File: config.mk
export PLATFORM = sky130hd
export DESIGN_NAME = ms_seq_reg_link_flat
export DESIGN_NICKNAME = d
export VERILOG_FILES = /design/src/rtl/ms_seq_reg_link_if.sv /design/src/rtl/ms_seq_reg_link.sv /design/src/flat_wrapper.sv
export SDC_FILE = /design/constraint.sdc
export NUM_CORES = 1
export LEC_CHECK = 0
export CORE_MARGIN = 2
export CORE_UTILIZATION = 40
export DETAILED_ROUTE_END_ITERATION = 10
export GPL_ROUTABILITY_DRIVEN = 0
export PLACE_DENSITY_LB_ADDON = 0.15
export SETUP_SLACK_MARGIN = 0.3
export SLEW_MARGIN = 20
export SYNTH_ARGS = -nofsm -noshare
export SYNTH_HDL_FRONTEND = slang
export SYNTH_SLANG_ARGS = --single-unit
File: constraint.sdc
create_clock -name clk -period 1.9 [get_ports clk]
set_input_delay 0.285 -clock clk [delete_from_list [all_inputs] [get_ports clk]]
set_output_delay 0.285 -clock clk [all_outputs]
set_load 0.02 [all_outputs]
File: src/rtl/ms_seq_reg_link_if.sv
// Observation bus of the sequencing master/slave pair.
// master: driven by ms_seq_reg_link; slave: read by observers.
interface ms_seq_reg_link_if #(
  parameter int ADDR_W = 2,
  parameter int DATA_W = 8
);
  logic [ADDR_W-1:0] addr;
  logic [DATA_W-1:0] data;
  logic              sready;
  logic [7:0]        reg_a;
  logic [7:0]        reg_b;
  logic              reg_c;
  logic [3:0]        reg_d;

  modport master (
    output addr, data, sready,
    output reg_a, reg_b, reg_c, reg_d
  );

  modport slave (
    input addr, data, sready,
    input reg_a, reg_b, reg_c, reg_d
  );
endinterface

File: src/rtl/ms_seq_reg_link.sv
// Master walks addr 0..3 with data = 4*old addr; slave writes
// delayed-addr register, stalls one cycle on addr 3.
// Ports: clk, rst (async high), bus (master modport).
module ms_seq_reg_link #(
  parameter int ADDR_W = 2,
  parameter int DATA_W = 8
) (
  input  logic               clk,
  input  logic               rst,
  ms_seq_reg_link_if.master  bus
);

  localparam logic [ADDR_W-1:0] LAST = {ADDR_W{1'b1}};
  localparam int PAD = DATA_W - ADDR_W - 2;

  logic [ADDR_W-1:0] r_addr;
  logic [DATA_W-1:0] r_data;
  logic [ADDR_W-1:0] r_addr_dly;
  logic              r_dly;
  logic [7:0]        r_reg_a;
  logic [7:0]        r_reg_b;
  logic              r_reg_c;
  logic [3:0]        r_reg_d;
  logic              w_sready;
  logic [DATA_W-1:0] w_next_data;

  // Low only on the first cycle at the last address.
  assign w_sready = (r_addr != LAST) | ~r_dly;
  assign w_next_data = {{PAD{1'b0}}, r_addr, 2'b00};

  always_ff @(posedge clk or posedge rst) begin
    if (rst) begin
      r_addr <= '0;
      r_data <= '0;
    end else if (w_sready) begin
      r_addr <= r_addr + 1'b1;
      r_data <= w_next_data;
    end
  end

  always_ff @(posedge clk or posedge rst) begin
    if (rst) begin
      r_addr_dly <= '0;
      r_dly      <= 1'b1;
    end else begin
      r_addr_dly <= r_addr;
      r_dly      <= w_sready;
    end
  end

  // No write enable: a register is written every cycle.
  always_ff @(posedge clk or posedge rst) begin
    if (rst) begin
      r_reg_a <= '0;
      r_reg_b <= '0;
      r_reg_c <= 1'b0;
      r_reg_d <= '0;
    end else begin
      unique case (r_addr_dly)
        2'd0: r_reg_a <= r_data[7:0];
        2'd1: r_reg_b <= r_data[7:0];
        2'd2: r_reg_c <= r_data[0];
        2'd3: r_reg_d <= r_data[3:0];
        default: ;
      endcase
    end
  end

  assign bus.addr   = r_addr;
  assign bus.data   = r_data;
  assign bus.sready = w_sready;
  assign bus.reg_a  = r_reg_a;
  assign bus.reg_b  = r_reg_b;
  assign bus.reg_c  = r_reg_c;
  assign bus.reg_d  = r_reg_d;

endmodule

File: src/flat_wrapper.sv
// flat-port wrapper written by rule: the top's interface ports become plain ports
module ms_seq_reg_link_flat 
#(
  parameter int ADDR_W = 2,
  parameter int DATA_W = 8
)
  (clk, rst, bus_addr, bus_data, bus_sready, bus_reg_a, bus_reg_b, bus_reg_c, bus_reg_d);
  ms_seq_reg_link_if #(.ADDR_W(ADDR_W), .DATA_W(DATA_W)) bus_i ();
  input  logic clk;
  input  logic rst;
  output wire logic [$bits(bus_i.addr)-1:0] bus_addr;
  output wire logic [$bits(bus_i.data)-1:0] bus_data;
  output wire logic [$bits(bus_i.sready)-1:0] bus_sready;
  output wire logic [$bits(bus_i.reg_a)-1:0] bus_reg_a;
  output wire logic [$bits(bus_i.reg_b)-1:0] bus_reg_b;
  output wire logic [$bits(bus_i.reg_c)-1:0] bus_reg_c;
  output wire logic [$bits(bus_i.reg_d)-1:0] bus_reg_d;
  assign bus_addr = bus_i.addr;
  assign bus_data = bus_i.data;
  assign bus_sready = bus_i.sready;
  assign bus_reg_a = bus_i.reg_a;
  assign bus_reg_b = bus_i.reg_b;
  assign bus_reg_c = bus_i.reg_c;
  assign bus_reg_d = bus_i.reg_d;
  ms_seq_reg_link #(.ADDR_W(ADDR_W), .DATA_W(DATA_W)) u_core (.clk(clk), .rst(rst), .bus(bus_i));
endmodule
Yosys cells after proc, flatten, opt, wreduce, memory -nomap -nowiden
Index checks and enable logic that the tools add are counted.
{ "classes": {"magnitude_cmp": 0, "div_mod_pow": 0, "muxes": 0, "n_bitwise": 2, "shift": 0, "add_sub_neg": 1, "eq_ne": 3, "multipliers": 0, "reduce_logical": 1} }
{ "ops": {"columns": ["cell", "n"], "rows": [
  ["2-bit by 1-bit adder with 2-bit output, second input constant", 1],
  ["2-bit by 1-bit equality test with 1-bit output, second input constant", 1],
  ["2-bit equality test, second input constant", 1],
  ["2-bit zero test", 1],
  ["2-bit inequality test, second input constant", 1],
  ["1-bit NOT", 1],
  ["1-bit OR", 1]
]} }
{ "word_totals": {"latchBits": 0, "mem_bits_ro": 0, "output_inout_bits": 32, "ram_bits": 0, "register_bits": 13, "memories": 0, "elab_cells": 14, "input_bits": 2} }

Longest topological paths before layout
{ "depth": {"ltp_word": 2, "depth_mapped": 3, "ltp_nobuf": 3} }

Least setup slack after synthesis
OpenSTA, ideal clock, no wires.
{ "synth_path": {"path_type": "register to register", "from": "reg u_core.r_addr[0], in the netlist u_core.bus.addr[0]", "to": "reg u_core.r_addr[1], in the netlist u_core.bus.addr[1]", "setup_ns": 0.125, "required_time_ns": 1.775, "synth_period_minus_slack_ns": 1.452, "path_stages_with_launch": 4, "path_buffers": 0, "slack_ns": 0.448, "arrival_ns": 1.327, "cell_sequence": "dfrtp_1 ha_1 nand2_1 mux2_2"} }
{ "synth_via": {"elab_chain_cells": 2, "word_cells_on_any_way": 3, "classes_between": "add/sub (1); eq/ne (1); bitwise (1)"} }
{ "synth_lines": {"columns": ["item", "line_no", "source"], "rows": [
  ["start, declared", "ms_seq_reg_link.sv:16", "logic [ADDR_W-1:0] r_addr;"],
  ["start signal, assigned", "ms_seq_reg_link.sv:36", "r_addr <= r_addr + 1'b1;"],
  ["2-bit inequality test", "ms_seq_reg_link.sv:28", "assign w_sready = (r_addr != LAST) | ~r_dly;"],
  ["1-bit OR", "ms_seq_reg_link.sv:28", null],
  ["named net bus_sready", "flat_wrapper.sv:13", "output wire logic [$bits(bus_i.sready)-1:0] bus_sready;"]
]} }
The timed path passes the listed nets, and every way through them passes these cells.
A chain may end at the register's enable or synchronous reset.

Final worst setup path
{ "layout_path": {"from": "reg u_core.r_reg_a[2], in the netlist u_core.bus.reg_a[2]", "to": "out bus_reg_a[2]"} }
{ "layout_rtl": {"columns": ["item", "line_no", "source"], "rows": [
  ["start, declared", "ms_seq_reg_link.sv:20", "logic [7:0] r_reg_a;"],
  ["start signal, assigned", "ms_seq_reg_link.sv:60", "2'd0: r_reg_a <= r_data[7:0];"],
  ["end, declared", "flat_wrapper.sv:14", "output wire logic [$bits(bus_i.reg_a)-1:0] bus_reg_a;"]
]} }
No word-level cell between the ends.

==> results.cfg <==
[run_status]
status = finished, final reports clean

[setup_path]
r2r_setup_slack_ps = 600
critical_path.top_delay_family = buffers and inverters
cp.buffers_inverters = 1
r2r_cells = 4
worstPathRequired_ps = 1620
arrival_ps = 1220
worstPathMaxFanout = 2
criticalPathCategory = register to output pin
critPathMaxStageDelay_ps = 600
start_kind = register
end_kind = output pin
cp_slowest_cell = clkdlybuf4s50_1
cp_cell_sequence = clkdlybuf4s50_1
timing.rr.start = u_core.bus.addr[0]
reg2reg_to = u_core.bus.data[3]

[clocking]
cts_buffer_depth = 2
cts_tree = built
cts_sinks = 13
cts-buffers-inserted = 3
insertion_delay_ps = 260
path_clk_slew_ps = 70
root_buffer = clkbuf_4
post-cts-setup-buffers = 0
ctsHtreeMaxLevel = 1

[routing]
wl_met1_um = 364
wl_per_cell_um = 10.3
route.met3.wl_um = 82
wl_met2_um = 411
drcViolationCount = 0
dr.pass1.iters = 1
drt_wl_total_um = 858
dr_total_vias = 331
first_iter_violations = 0
viasPerCell = 3.99
maxUsedRoutingLayer = met3
postRouteAntennaNets = 0

[global_route]
grt_overflow = 0
grt_pass1_vias = 289
track_usage_pct = 10.7
grt_max_degree = 14
antenna_found_initial = 0
grt_pass1_wl_mm = 1.41

[synthesis]
synth_area_leader_cell = dfrtp_1
yosys_warnings = 0
synth_xor_area_share_pct = 1.39
yosysUniqueCellTypes = 12
synth_top_area_share_pct = 47.5
synth_top_family_by_area = buffers and inverters
avgSynthCellArea_um2 = 12.4
syn_area_um2 = 632
synth_cells = 51
synth_fa_ha_area_share_pct = 1.98
synth_seq_cells = 13
synthTopCellsByArea = dfrtp_1 48%, buf_4 25%, mux2_2 8.9%
synth_compound_area_share_pct = 0
yosysSeqAreaShare_pct = 51.7
muxShareOfSynthArea_pct = 16.0
yosys.area_share.simple_pct = 2.77

[worst_hold_path]
min_path_type = primary input to async pin

[timing]
maxSlewHeadroom_pct = 66.0
fin_crit_sh_pct = 79.2
whs_ps = 348
tns_ps = 0
period_needed_ps = 1510
setup_viol = 0
hold_viol = 0
worst_slew_pin_slew_ps = 510
max_freq_mhz = 664
finClkSkew_ps = 1.65
rsz0062_at_grt = no
slew_violations = 0

[placement]
dpl.hpwl_um = 647
port_buffers = 12

[flow_run]
cap_violations = 0

[final_layout]
ff_latch_area_um2 = 327
nFillCells = 140
nets = 71
multi_input_area_um2 = 219
antenna_cells = 0
area_delta_synth_final_pct = 12.9
drive_gt1_share_pct = 16.4

[floorplanning]
die_y_um = 43.7
ioPinCount = 34
fp.dieW_um = 43.7
start_util_pct = 42.4
row_count = 14
die_area_mm2 = 0.00191
fp.coreArea_mm2 = 0.00149

[pwr]
p_per_area_mw_per_mm2 = 678
vdd_drop_max_mv = 0.406
p_leak_nw = 0.335
worst max path at each step:
| stage | to | depth (start not counted) | slack [ps] | from |
|---|---|---|---|---|
| after floorplan | u_core.bus.addr[1] | 3 | 450 | u_core.bus.addr[0] |
| after global placement | bus_sready | 3 | 340 | u_core.bus.addr[0] |
| after detailed placement | bus_sready | 3 | 330 | u_core.bus.addr[0] |
| after CTS | bus_sready | 3 | 290 | u_core.bus.addr[0] |
| after global routing | bus_reg_b[3] | 1 | 330 | u_core.bus.reg_b[3] |
| final | bus_reg_a[2] | 1 | 390 | u_core.bus.reg_a[2] |
layer usage:
layer	global-route usage (%)	up-vias
li1	-	154
met1	14.4	156
met2	15.3	21
met3	2.50	0
met4	7.27	0
met5	0	-
cells by family after synthesis:
kind of cell / Yosys count
simple gates: 4
other cells: 1
mux: 9
xor+xnor: 1
fa+ha+maj: 1
flops: 13
buf+inv: 22
Yosys cell counts:
master	number
ha_1	1
mux2_1	4
dfstp_2	1
nor2_1	1
mux2_2	5
dfrtp_1	12
inv_1	1
nand2b_1	1
conb_1	1
xor2_1	1
nand2_1	2
buf_4	21
where the power goes:
group          total (W)  switching, W  internal (W)  leakage, nW
clock network   0.000163     0.0000820     0.0000811       0.0150
registers       0.000276             0      0.000276        0.139
logic          0.0000441     0.0000422    0.00000191        0.181
total           0.000484      0.000124      0.000360        0.335
state kept, by name, summed over array words and instances, names as in the netlist:
register           count
u_core.bus.reg_d       2
u_core.bus.reg_b       2
u_core.bus.reg_a       2
u_core.r_dly           1
u_core.r_addr_dly      2
u_core.bus.addr        2
u_core.bus.data        2
placed cells by master (no fill, tap or decap):
master | netlist | routed
clkdlybuf4s50_1 | 0 | 7
clkbuf_4 | 0 | 3
xor2_1 | 1 | 1
dfrtp_1 | 12 | 12
mux2_2 | 5 | 5
conb_1 | 1 | 21
nand2_1 | 2 | 2
clkbuf_2 | 0 | 1
dfstp_2 | 1 | 1
nor2_1 | 1 | 1
ha_1 | 1 | 1
dlygate4sd2_1 | 0 | 4
mux2_1 | 4 | 4
buf_4 | 21 | 1
inv_1 | 1 | 1
nand2b_1 | 1 | 1
clkbuf_1 | 0 | 1
repair_timing:
action                     4_1_cts  5_1_grt
setup endpoints to repair        5        1
cloned                           0        0
hold buffers                     0        0
gates resized for setup          5        2
area by class of cell:
cell class                      count  area share [%]
Tap cell                           16            2.81
Inverter                            1           0.526
Multi-Input combinational cell     36            30.7
Clock buffer                        4            3.68
Sequential cell                    13            45.8
Timing Repair Buffer               13            16.5
per-stage QoR:
stage	std cells	power [W]	setup WS [ps]	utilization, %	instance area, µm²
2_1_floorplan	71	0.000355	448	-	707
6_report	83	0.000484	395	47.9	713
4_1_cts	83	0.000495	293	48.2	717
5_1_grt	83	0.000513	331	47.9	713
3_5_place_dp	79	0.000326	331	46.8	697
3_3_place_gp	79	0.000326	338	46.8	697
Note: power is estimated with default switching activity, not from simulation.
